<file path="config.mk">
export PLATFORM = sky130hd
export DESIGN_NAME = hilo_mdu
export DESIGN_NICKNAME = d
export VERILOG_FILES = /design/src/rtl/mdu_pkg.sv /design/src/rtl/div_seq.sv /design/src/rtl/mult.sv /design/src/rtl/hilo_mdu.sv
export SDC_FILE = /design/constraint.sdc
export NUM_CORES = 2
export LEC_CHECK = 0
export ABC_CLOCK_PERIOD_IN_PS = 8100
export CORE_ASPECT_RATIO = 1.75
export CORE_MARGIN = 2
export CORE_UTILIZATION = 35
export DETAILED_ROUTE_END_ITERATION = 12
export HOLD_SLACK_MARGIN = 0.06
export PLACE_DENSITY = 0.52
export SKIP_LAST_GASP = 1
export SYNTH_ARGS = -nofsm -noshare
export SYNTH_HDL_FRONTEND = slang
export SYNTH_SLANG_ARGS = --single-unit
export TNS_END_PERCENT = 1
</file>
<file path="constraint.sdc">
create_clock -name clk -period 8.1 [get_ports clk]
set_input_delay 0.81 -clock clk [delete_from_list [all_inputs] [get_ports clk]]
set_output_delay 0.81 -clock clk [all_outputs]
set_load 0.02 [all_outputs]
</file>
<file path="src/rtl/mdu_pkg.sv">
// Shared encodings and latency constants for the HI/LO multiply/divide unit.
package mdu_pkg;

  localparam logic [2:0] OP_NOP   = 3'd0;
  localparam logic [2:0] OP_MULT  = 3'd1;
  localparam logic [2:0] OP_MULTU = 3'd2;
  localparam logic [2:0] OP_DIV   = 3'd3;
  localparam logic [2:0] OP_DIVU  = 3'd4;
  localparam logic [2:0] OP_MTHI  = 3'd5;
  localparam logic [2:0] OP_MTLO  = 3'd6;

  typedef enum logic [2:0] {
    ST_IDLE = 3'd0,
    ST_MUL1 = 3'd1,
    ST_MUL2 = 3'd2,
    ST_DIVI = 3'd3,
    ST_DIVF = 3'd4
  } state_t;

  localparam int unsigned MUL_LAT = 2;
  localparam int unsigned DIV_LAT = 33;

endpackage

</file>
<file path="src/rtl/div_seq.sv">
// Sequential restoring radix-2 divider with signed magnitude conversion and
// sign fixup. done flags the final iteration cycle; q/r are valid the cycle after.
module div_seq
  import mdu_pkg::*;
#(
  parameter int unsigned WIDTH = 32
) (
  input  logic             clk,
  input  logic             rst_n,
  input  logic             start,
  input  logic [WIDTH-1:0] a,
  input  logic [WIDTH-1:0] b,
  input  logic             is_signed,
  output logic             done,
  output logic [WIDTH-1:0] q,
  output logic [WIDTH-1:0] r
);

  localparam int unsigned CW = $clog2(WIDTH);
  localparam logic [CW-1:0] CNT_INIT = CW'(DIV_LAT - 2);

  logic             running;
  logic [CW-1:0]    cnt;
  logic [WIDTH:0]   rem;
  logic [WIDTH-1:0] quo;
  logic [WIDTH-1:0] dvs;
  logic [WIDTH-1:0] a_raw;
  logic             q_neg;
  logic             r_neg;
  logic             dbz;

  logic             a_neg;
  logic             b_neg;
  logic [WIDTH-1:0] a_mag;
  logic [WIDTH-1:0] b_mag;
  logic [WIDTH:0]   shifted;
  logic [WIDTH:0]   diff;

  // Operand magnitudes and one restoring trial subtraction.
  always_comb begin
    a_neg   = is_signed & a[WIDTH-1];
    b_neg   = is_signed & b[WIDTH-1];
    a_mag   = a_neg ? (~a) + WIDTH'(1) : a;
    b_mag   = b_neg ? (~b) + WIDTH'(1) : b;
    shifted = {rem[WIDTH-1:0], quo[WIDTH-1]};
    diff    = shifted - {1'b0, dvs};
  end

  // Setup on start, then one quotient bit per cycle until the counter hits 0.
  always_ff @(posedge clk or negedge rst_n) begin
    if (!rst_n) begin
      running <= 1'b0;
      cnt     <= '0;
      rem     <= '0;
      quo     <= '0;
      dvs     <= '0;
      a_raw   <= '0;
      q_neg   <= 1'b0;
      r_neg   <= 1'b0;
      dbz     <= 1'b0;
    end else if (start) begin
      running <= 1'b1;
      cnt     <= CNT_INIT;
      rem     <= '0;
      quo     <= a_mag;
      dvs     <= b_mag;
      a_raw   <= a;
      q_neg   <= a_neg ^ b_neg;
      r_neg   <= a_neg;
      dbz     <= (b == '0);
    end else if (running) begin
      rem <= diff[WIDTH] ? shifted : diff;
      quo <= {quo[WIDTH-2:0], ~diff[WIDTH]};
      if (cnt == '0) begin
        running <= 1'b0;
      end else begin
        cnt <= cnt - CW'(1);
      end
    end
  end

  // Final iteration indicator and sign-corrected results; divide by zero is
  // forced to all-ones quotient and the raw dividend as remainder.
  always_comb begin
    done = running && (cnt == '0);
    if (dbz) begin
      q = '1;
      r = a_raw;
    end else begin
      q = q_neg ? (~quo) + WIDTH'(1) : quo;
      r = r_neg ? (~rem[WIDTH-1:0]) + WIDTH'(1) : rem[WIDTH-1:0];
    end
  end

endmodule

</file>
<file path="src/rtl/mult.sv">
// 32x32 signed combinational multiplier, full 64-bit product.
module mult (
  input  logic [31:0] a,
  input  logic [31:0] b,
  output logic [63:0] p
);

  logic [63:0] a_ext;
  logic [63:0] b_ext;

  // Sign-extend both operands so the 64-bit product is the signed result.
  always_comb begin
    a_ext = {{32{a[31]}}, a};
    b_ext = {{32{b[31]}}, b};
    p     = a_ext * b_ext;
  end

endmodule

</file>
<file path="src/rtl/hilo_mdu.sv">
// MIPS HI/LO multiply/divide unit: two-cycle registered multiply with MULTU
// correction, 33-cycle sequential divide, MTHI/MTLO, flush and busy/done.
module hilo_mdu
  import mdu_pkg::*;
#(
  parameter int unsigned WIDTH = 32
) (
  input  logic             clk,
  input  logic             rst_n,
  input  logic             op_valid,
  input  logic [2:0]       op,
  input  logic [WIDTH-1:0] rs_val,
  input  logic [WIDTH-1:0] rt_val,
  input  logic             flush,
  output logic             busy,
  output logic             done,
  output logic [WIDTH-1:0] hi,
  output logic [WIDTH-1:0] lo
);

  state_t state;
  state_t state_nxt;

  logic ld_mul;
  logic wr_mul;
  logic wr_div;
  logic wr_mthi;
  logic wr_mtlo;
  logic div_start;
  logic div_done;

  logic [WIDTH-1:0]   div_q;
  logic [WIDTH-1:0]   div_r;
  logic [WIDTH-1:0]   a_q;
  logic [WIDTH-1:0]   b_q;
  logic               u_q;
  logic [2*WIDTH-1:0] prod;
  logic [2*WIDTH-1:0] prod_q;
  logic [WIDTH-1:0]   hi_corr;

  mult u_mult (
    .a (a_q),
    .b (b_q),
    .p (prod)
  );

  div_seq #(.WIDTH(WIDTH)) u_div (
    .clk       (clk),
    .rst_n     (rst_n),
    .start     (div_start),
    .a         (rs_val),
    .b         (rt_val),
    .is_signed (op == OP_DIV),
    .done      (div_done),
    .q         (div_q),
    .r         (div_r)
  );

  // FSM state register.
  always_ff @(posedge clk or negedge rst_n) begin
    if (!rst_n) begin
      state <= ST_IDLE;
    end else begin
      state <= state_nxt;
    end
  end

  // Next-state and control strobes; flush cancels both accepts and writes.
  always_comb begin
    state_nxt = state;
    ld_mul    = 1'b0;
    wr_mul    = 1'b0;
    wr_div    = 1'b0;
    wr_mthi   = 1'b0;
    wr_mtlo   = 1'b0;
    div_start = 1'b0;
    case (state)
      ST_IDLE: begin
        if (op_valid && !flush) begin
          case (op)
            OP_MULT, OP_MULTU: begin
              ld_mul    = 1'b1;
              state_nxt = ST_MUL1;
            end
            OP_DIV, OP_DIVU: begin
              div_start = 1'b1;
              state_nxt = ST_DIVI;
            end
            OP_MTHI: wr_mthi = 1'b1;
            OP_MTLO: wr_mtlo = 1'b1;
            default: ;
          endcase
        end
      end
      ST_MUL1: state_nxt = flush ? ST_IDLE : ST_MUL2;
      ST_MUL2: begin
        state_nxt = ST_IDLE;
        wr_mul    = !flush;
      end
      ST_DIVI: begin
        if (flush) begin
          state_nxt = ST_IDLE;
        end else if (div_done) begin
          state_nxt = ST_DIVF;
        end
      end
      ST_DIVF: begin
        state_nxt = ST_IDLE;
        wr_div    = !flush;
      end
      default: state_nxt = ST_IDLE;
    endcase
  end

  // Multiplier operand and product pipeline registers.
  always_ff @(posedge clk or negedge rst_n) begin
    if (!rst_n) begin
      a_q    <= '0;
      b_q    <= '0;
      u_q    <= 1'b0;
      prod_q <= '0;
    end else begin
      if (ld_mul) begin
        a_q <= rs_val;
        b_q <= rt_val;
        u_q <= (op == OP_MULTU);
      end
      if (state == ST_MUL1) begin
        prod_q <= prod;
      end
    end
  end

  // Unsigned correction only touches the upper half (mod 2^64).
  always_comb begin
    hi_corr = prod_q[2*WIDTH-1:WIDTH]
            + ((u_q && a_q[WIDTH-1]) ? b_q : '0)
            + ((u_q && b_q[WIDTH-1]) ? a_q : '0);
  end

  // Architectural HI/LO and the write-edge done pulse.
  always_ff @(posedge clk or negedge rst_n) begin
    if (!rst_n) begin
      hi   <= '0;
      lo   <= '0;
      done <= 1'b0;
    end else begin
      done <= wr_mul | wr_div;
      if (wr_mul) begin
        hi <= hi_corr;
        lo <= prod_q[WIDTH-1:0];
      end else if (wr_div) begin
        hi <= div_r;
        lo <= div_q;
      end else if (wr_mthi) begin
        hi <= rs_val;
      end else if (wr_mtlo) begin
        lo <= rs_val;
      end
    end
  end

  assign busy = (state != ST_IDLE);

endmodule

</file>
## After elaboration in Yosys (flattened, before gate mapping)

Cells that the tools add are included.

| storage, ports and cells | value |
|---|---|
| bits in registers | 334 |
| input bits | 71 |
| logic and storage cells | 113 |

| operators by class | value |
|---|---|
| $add $sub $neg | 8 |
| $mul | 1 |
| equality and inequality tests | 15 |
| mux-type cells | 46 |
| bitwise gates (word level) | 9 |
| reductions and logical operators | 17 |

Operators with widths:

| operator | count |
|---|---|
| 32-bit two-way mux | 20 |
| 32-bit by 1-bit adder with 32-bit output (second input constant) | 4 |
| 32-bit inverter | 4 |
| 32-bit adder | 2 |
| 32-bit by 32-bit multiplier with 64-bit output | 1 |
| 33-bit by 32-bit subtractor with 33-bit output | 1 |
| 32-bit zero test | 1 |
| 1-bit two-way mux | 17 |
| 5-bit two-way mux | 3 |
| 3-bit by 2-bit == test with 1-bit output (second input constant) | 4 |
| 3-bit == test (second input constant) | 4 |
| 3-bit two-way mux | 3 |
| 3-bit one-hot mux with 3 select lines | 1 |
| 3-bit nonzero test | 3 |
| 3-bit by 1-bit == test with 1-bit output (second input constant) | 2 |
| 3-bit != test (second input constant) | 2 |
| 3-bit one-hot mux with 2 select lines | 1 |
| 5-bit zero test | 1 |
| 5-bit by 1-bit subtractor with 5-bit output (second input constant) | 1 |
| 1-bit logical AND | 4 |
| 2-bit != test (second input constant) | 2 |
| 2-bit AND reduction | 2 |
| 2-bit OR reduction | 2 |
| 3-bit zero test | 1 |
| 9 further kinds | 10 |

## Logic depth before layout (Yosys ltp)

| logic depth | value |
|---|---|
| depth in word-level cells | 8 |
| depth in mapped cells | 29 |
| mapped depth without buffers | 26 |

## Hierarchy

From an unflattened synthesis, not the netlist that was laid out.

| second synthesis, totals | value |
|---|---|
| cells, all modules | 6268 |
| area, all modules | 58066.9 um^2 |

By module, submodules not included:

| module | times used | cells an instance | area an instance (um^2) |
|---|---|---|---|
| mult | 1 | 3855 | 36110.9 |
| hilo_mdu | 1 | 1117 | 11317.1 |
| div_seq | 1 | 1296 | 10639.0 |

## Least setup slack after synthesis

OpenSTA, ideal clock, no wires.

| timing path | value |
|---|---|
| kind | reg-to-reg |
| from | reg a_q[31] |
| to | reg prod_q[63] |
| library setup time | 132 ps |
| arrival | 7835 ps |
| required time | 7968 ps |
| path slack | 133 ps |
| stages on the path, launching flop included | 26 |
| buffers on the path | 3 |
| cells stage by stage | dfrtp_1 clkbuf_1 clkbuf_1 nand2_1 inv_1 fa_1 fa_1 fa_1 fa_1 inv_1 fa_1 inv_1 fa_1 fa_1 fa_1 ha_1 clkbuf_1 a21o_1 a21o_1 a21o_1 a31o_2 a21o_1 a221o_1 a41oi_1 xnor2_1 o21ai_1 |

| between the ends | value |
|---|---|
| word-level cells in the longest chain between the ends | 1 |

RTL lines:

| element | RTL line | source |
|---|---|---|
| start: declaration | hilo_mdu.sv:34 | `logic [WIDTH-1:0] a_q;` |
| start signal: assignment | hilo_mdu.sv:124 | `a_q <= rs_val;` |
| 32-bit by 32-bit multiplier with 64-bit output | mult.sv:15 | `p = a_ext * b_ext;` |
| end signal: assignment | hilo_mdu.sv:129 | `prod_q <= prod;` |
| end: declaration | hilo_mdu.sv:38 | `logic [2*WIDTH-1:0] prod_q;` |

No other way between the ends.
A chain may end at the register's enable or synchronous reset.

## Worst setup path after layout

| timing path | value |
|---|---|
| from | reg a_q[11] |
| to | reg prod_q[56] |

The elaborated chain is that of the path after synthesis.

==> impl_results.md <==
- Outcome: complete, no violations
- DRT iter0 DRCs: 2,529
- Layout Nets: 7,793
- Clock Pin Slew Worst Setup and Hold Paths: 0.07 ns
- Crit. End Element: register
- Synthesized cell area: 57,670 µm²
- Die X: 310.8 µm
- Grt total ovfl: 0
- Via-per-instance ratio: 5.235
- Final instance area: 63,780 µm²
- Worst Skew: 0.03821 ns
- CTS Buffer Depth: 3
- Tot GR Track Use: 0.2561
- Setup violators final: 0
- Count leader, synth: fa_1
- Unrepaired setup endpoints after global routing: yes
- Post-route DRC: 0
- Most used DFF post-synth: dfrtp_1
- Synth top area share: 0.3871
- PortBufs: 136
- Initial Util: 0.3513
- Yosys warns: 0
- Worst hold path type: primary input to asynchronous set/reset pin
- Critical path class: register to register
- Area grow syn2layout: 10.60%
- Routability Congestion: 0.9453
- Total CTS buffers: 36
- Post-Place Cell Area: 62,420 µm²
- Number of library cell types mapped by synthesis: 93
- Max stage delay cell, worst path: fa_1
- Final TNS setup: 0 ns
- DR WL/cell: 24.71 µm
- Cell taking the most area after synthesis: fa_1
- Site row count: 197
- Most frequent CP cell: fa_1
- Fraction of layout instances using a drive strength above 1: 0.06990
- Clock Sinks: 334
- Vias post-DR: 44,880
- Slew HR: 0.2071
- Syn nets: 7,761
- Synth top area cells: fa_1, dfrtp_1, inv_1
- Slew Limit Fails: 0
- Post-synth EDFFs: 0
- Post-CTS Setup Inserts: 0
- Critical path peak fanout: 16
- Initial antenna violation count: 14
- I/O pins: 137
- Register area: 8391 µm²
- CTS root buf: clkbuf_16
- Avg Synthesized Cell Area: 9.121 µm²
- Achievable Freq: 126.6 MHz
- H-tree levels: 2
- Core region area: 164,200 µm²
- Die Height: 541.0 µm
- CP startpoint kind: register
- Data required, critical path: 8.54 ns
- Tmin final: 7.897 ns
- FILL cells: 16,770
- Area of the multi-input gates: 44,010 µm²
- Die ar.: 168,200 µm²
- Max Cap Violations: 0
- CTS tree: built
- Hold Buf Count CTS: 0
- Max incr delay on CP: 0.64 ns
- Ys async rst share: 1.000
- Synth Register Bits: 334
- Largest net degree at the start of global routing: 153
- First-pass GRT wire length: 318.5 mm
- TritonRoute pass-1 iters: 7
- Worst path arrival time: 8.34 ns
- DP HPWL: 175.8 mm
- Vias in the first global route: 49,700
- Antenna-violating nets left: 0
- Worst-skew pair later-pin latency: 0.62 ns
- Total wire length: 211.9 mm
- Mapped Cells: 6,323
- Top post-synthesis cells by count: fa_1, inv_1, nand2_1
- Period utilization: 0.9750
- Final hold violations: 0
- Actual slew at the worst max-slew pin: 1.189 ns
- Sequential share of the synthesized area: 0.1449
[cell usage in the layout (no fill, tap or decap), drive strengths merged, types with 20 or more instances in the layout]
master         count
nand4             26
nor2b             23
o21ai            265
a21o              66
nor3              53
nand3             39
xnor2            130
and3              85
o211ai            24
o31ai             29
o21a              20
inv             1037
a211oi            24
or3               20
a31oi             55
dfrtp            334
mux2i             47
clkbuf            41
xor2             106
o221ai            28
nand2            919
fa              1115
mux2              64
ha               252
a21oi            216
and2             528
nor2             213
clkdlybuf4s50    135
buf              240
nand2b            26
[per-layer routing]
metal	vias up	share of wire	track usage
met5	-	0.00016	0
met2	1277	0.55	0.4987
met4	4	0.096	0.1997
li1	19710	-	-
met3	635	0.036	0.02792
met1	23260	0.32	0.2406
[path summary, 6_finish.rpt]
| kind | from | endpoint | slack (ns) | cells past startpoint |
|---|---|---|---|---|
| setup / recovery | a_q[11] | prod_q[56] | 0.20 | 26 |
| hold / removal | rst_n | u_div.running | 0.21 | 1 |
| setup reg to reg | a_q[11] | prod_q[56] | 0.20 | 26 |
| hold reg to reg | u_div.a_raw[15] | u_div.a_raw[15] | 0.47 | 2 |
| max in group asynchronous | rst_n | u_div.quo[6] | 6.31 | 2 |
| min in group clk | u_div.a_raw[15] | u_div.a_raw[15] | 0.47 | 2 |
[timing repair]
action	CTS	global route
gates resized for setup	3	34
endpoints found under the setup margin	9	36
pin swaps	0	1
[registers in the layout, indices dropped and copies added (netlist names)]
name and count:
b_q 32, u_div.r_neg 1, prod_q 64, u_div.quo 32
hi 32, lo 32, u_div.cnt 5, u_div.q_neg 1
done 1, state 3, a_q 32, u_div.running 1
u_div.dbz 1, u_div.dvs 32, u_div.a_raw 32, u_div.rem 32
u_q 1
[worst max-delay path, delay by kind of cell (launching register included)]
kind	cells	cell delay, ns
flip-flops	1	0.56
buffers and inverters	7	0.95
AO/OA/AOI/OAI	6	1.25
XOR/XNOR	1	0.13
adder cells (fa/ha/maj)	9	4.48
AND/OR/NAND/NOR	3	0.35
[metrics by stage]
stage	hold slack [ns]	util	std cells	setup slack, ns
floorplan	0.4376	-	6323	0.1334
global placement	0.4506	0.3802	8506	-0.1169
detailed placement	0.4543	0.3802	8506	-0.1625
CTS	0.2847	0.3880	8570	-0.05075
global route	0.3008	0.3885	8571	-0.04372
finish	0.2112	0.3885	8574	0.2025
[kinds of logic after synthesis]
logic type / count (synthesis) / synth area share
buffers and inverters: 1417 / 0.09327
multiplexers: 111 / 0.02065
AO/OA/AOI/OAI: 857 / 0.09438
XOR/XNOR: 236 / 0.03584
flip-flops: 334 / 0.1449
AND/OR/NAND/NOR: 2001 / 0.1692
adder cells (fa/ha/maj): 1367 / 0.4417
[cell type report]
type,count,share of cell area
sequential,334,0.1315
tap,2189,0.04294
clock inverter,23,0.005159
antenna,4,0.0001569
multi-input combinational,4572,0.6900
inverter,1036,0.06097
timing repair buffer,375,0.05449
clock buffer,41,0.01473
Power is not shown: default switching activity piles up to over one toggle a cycle in this logic, so the estimate is an artifact.
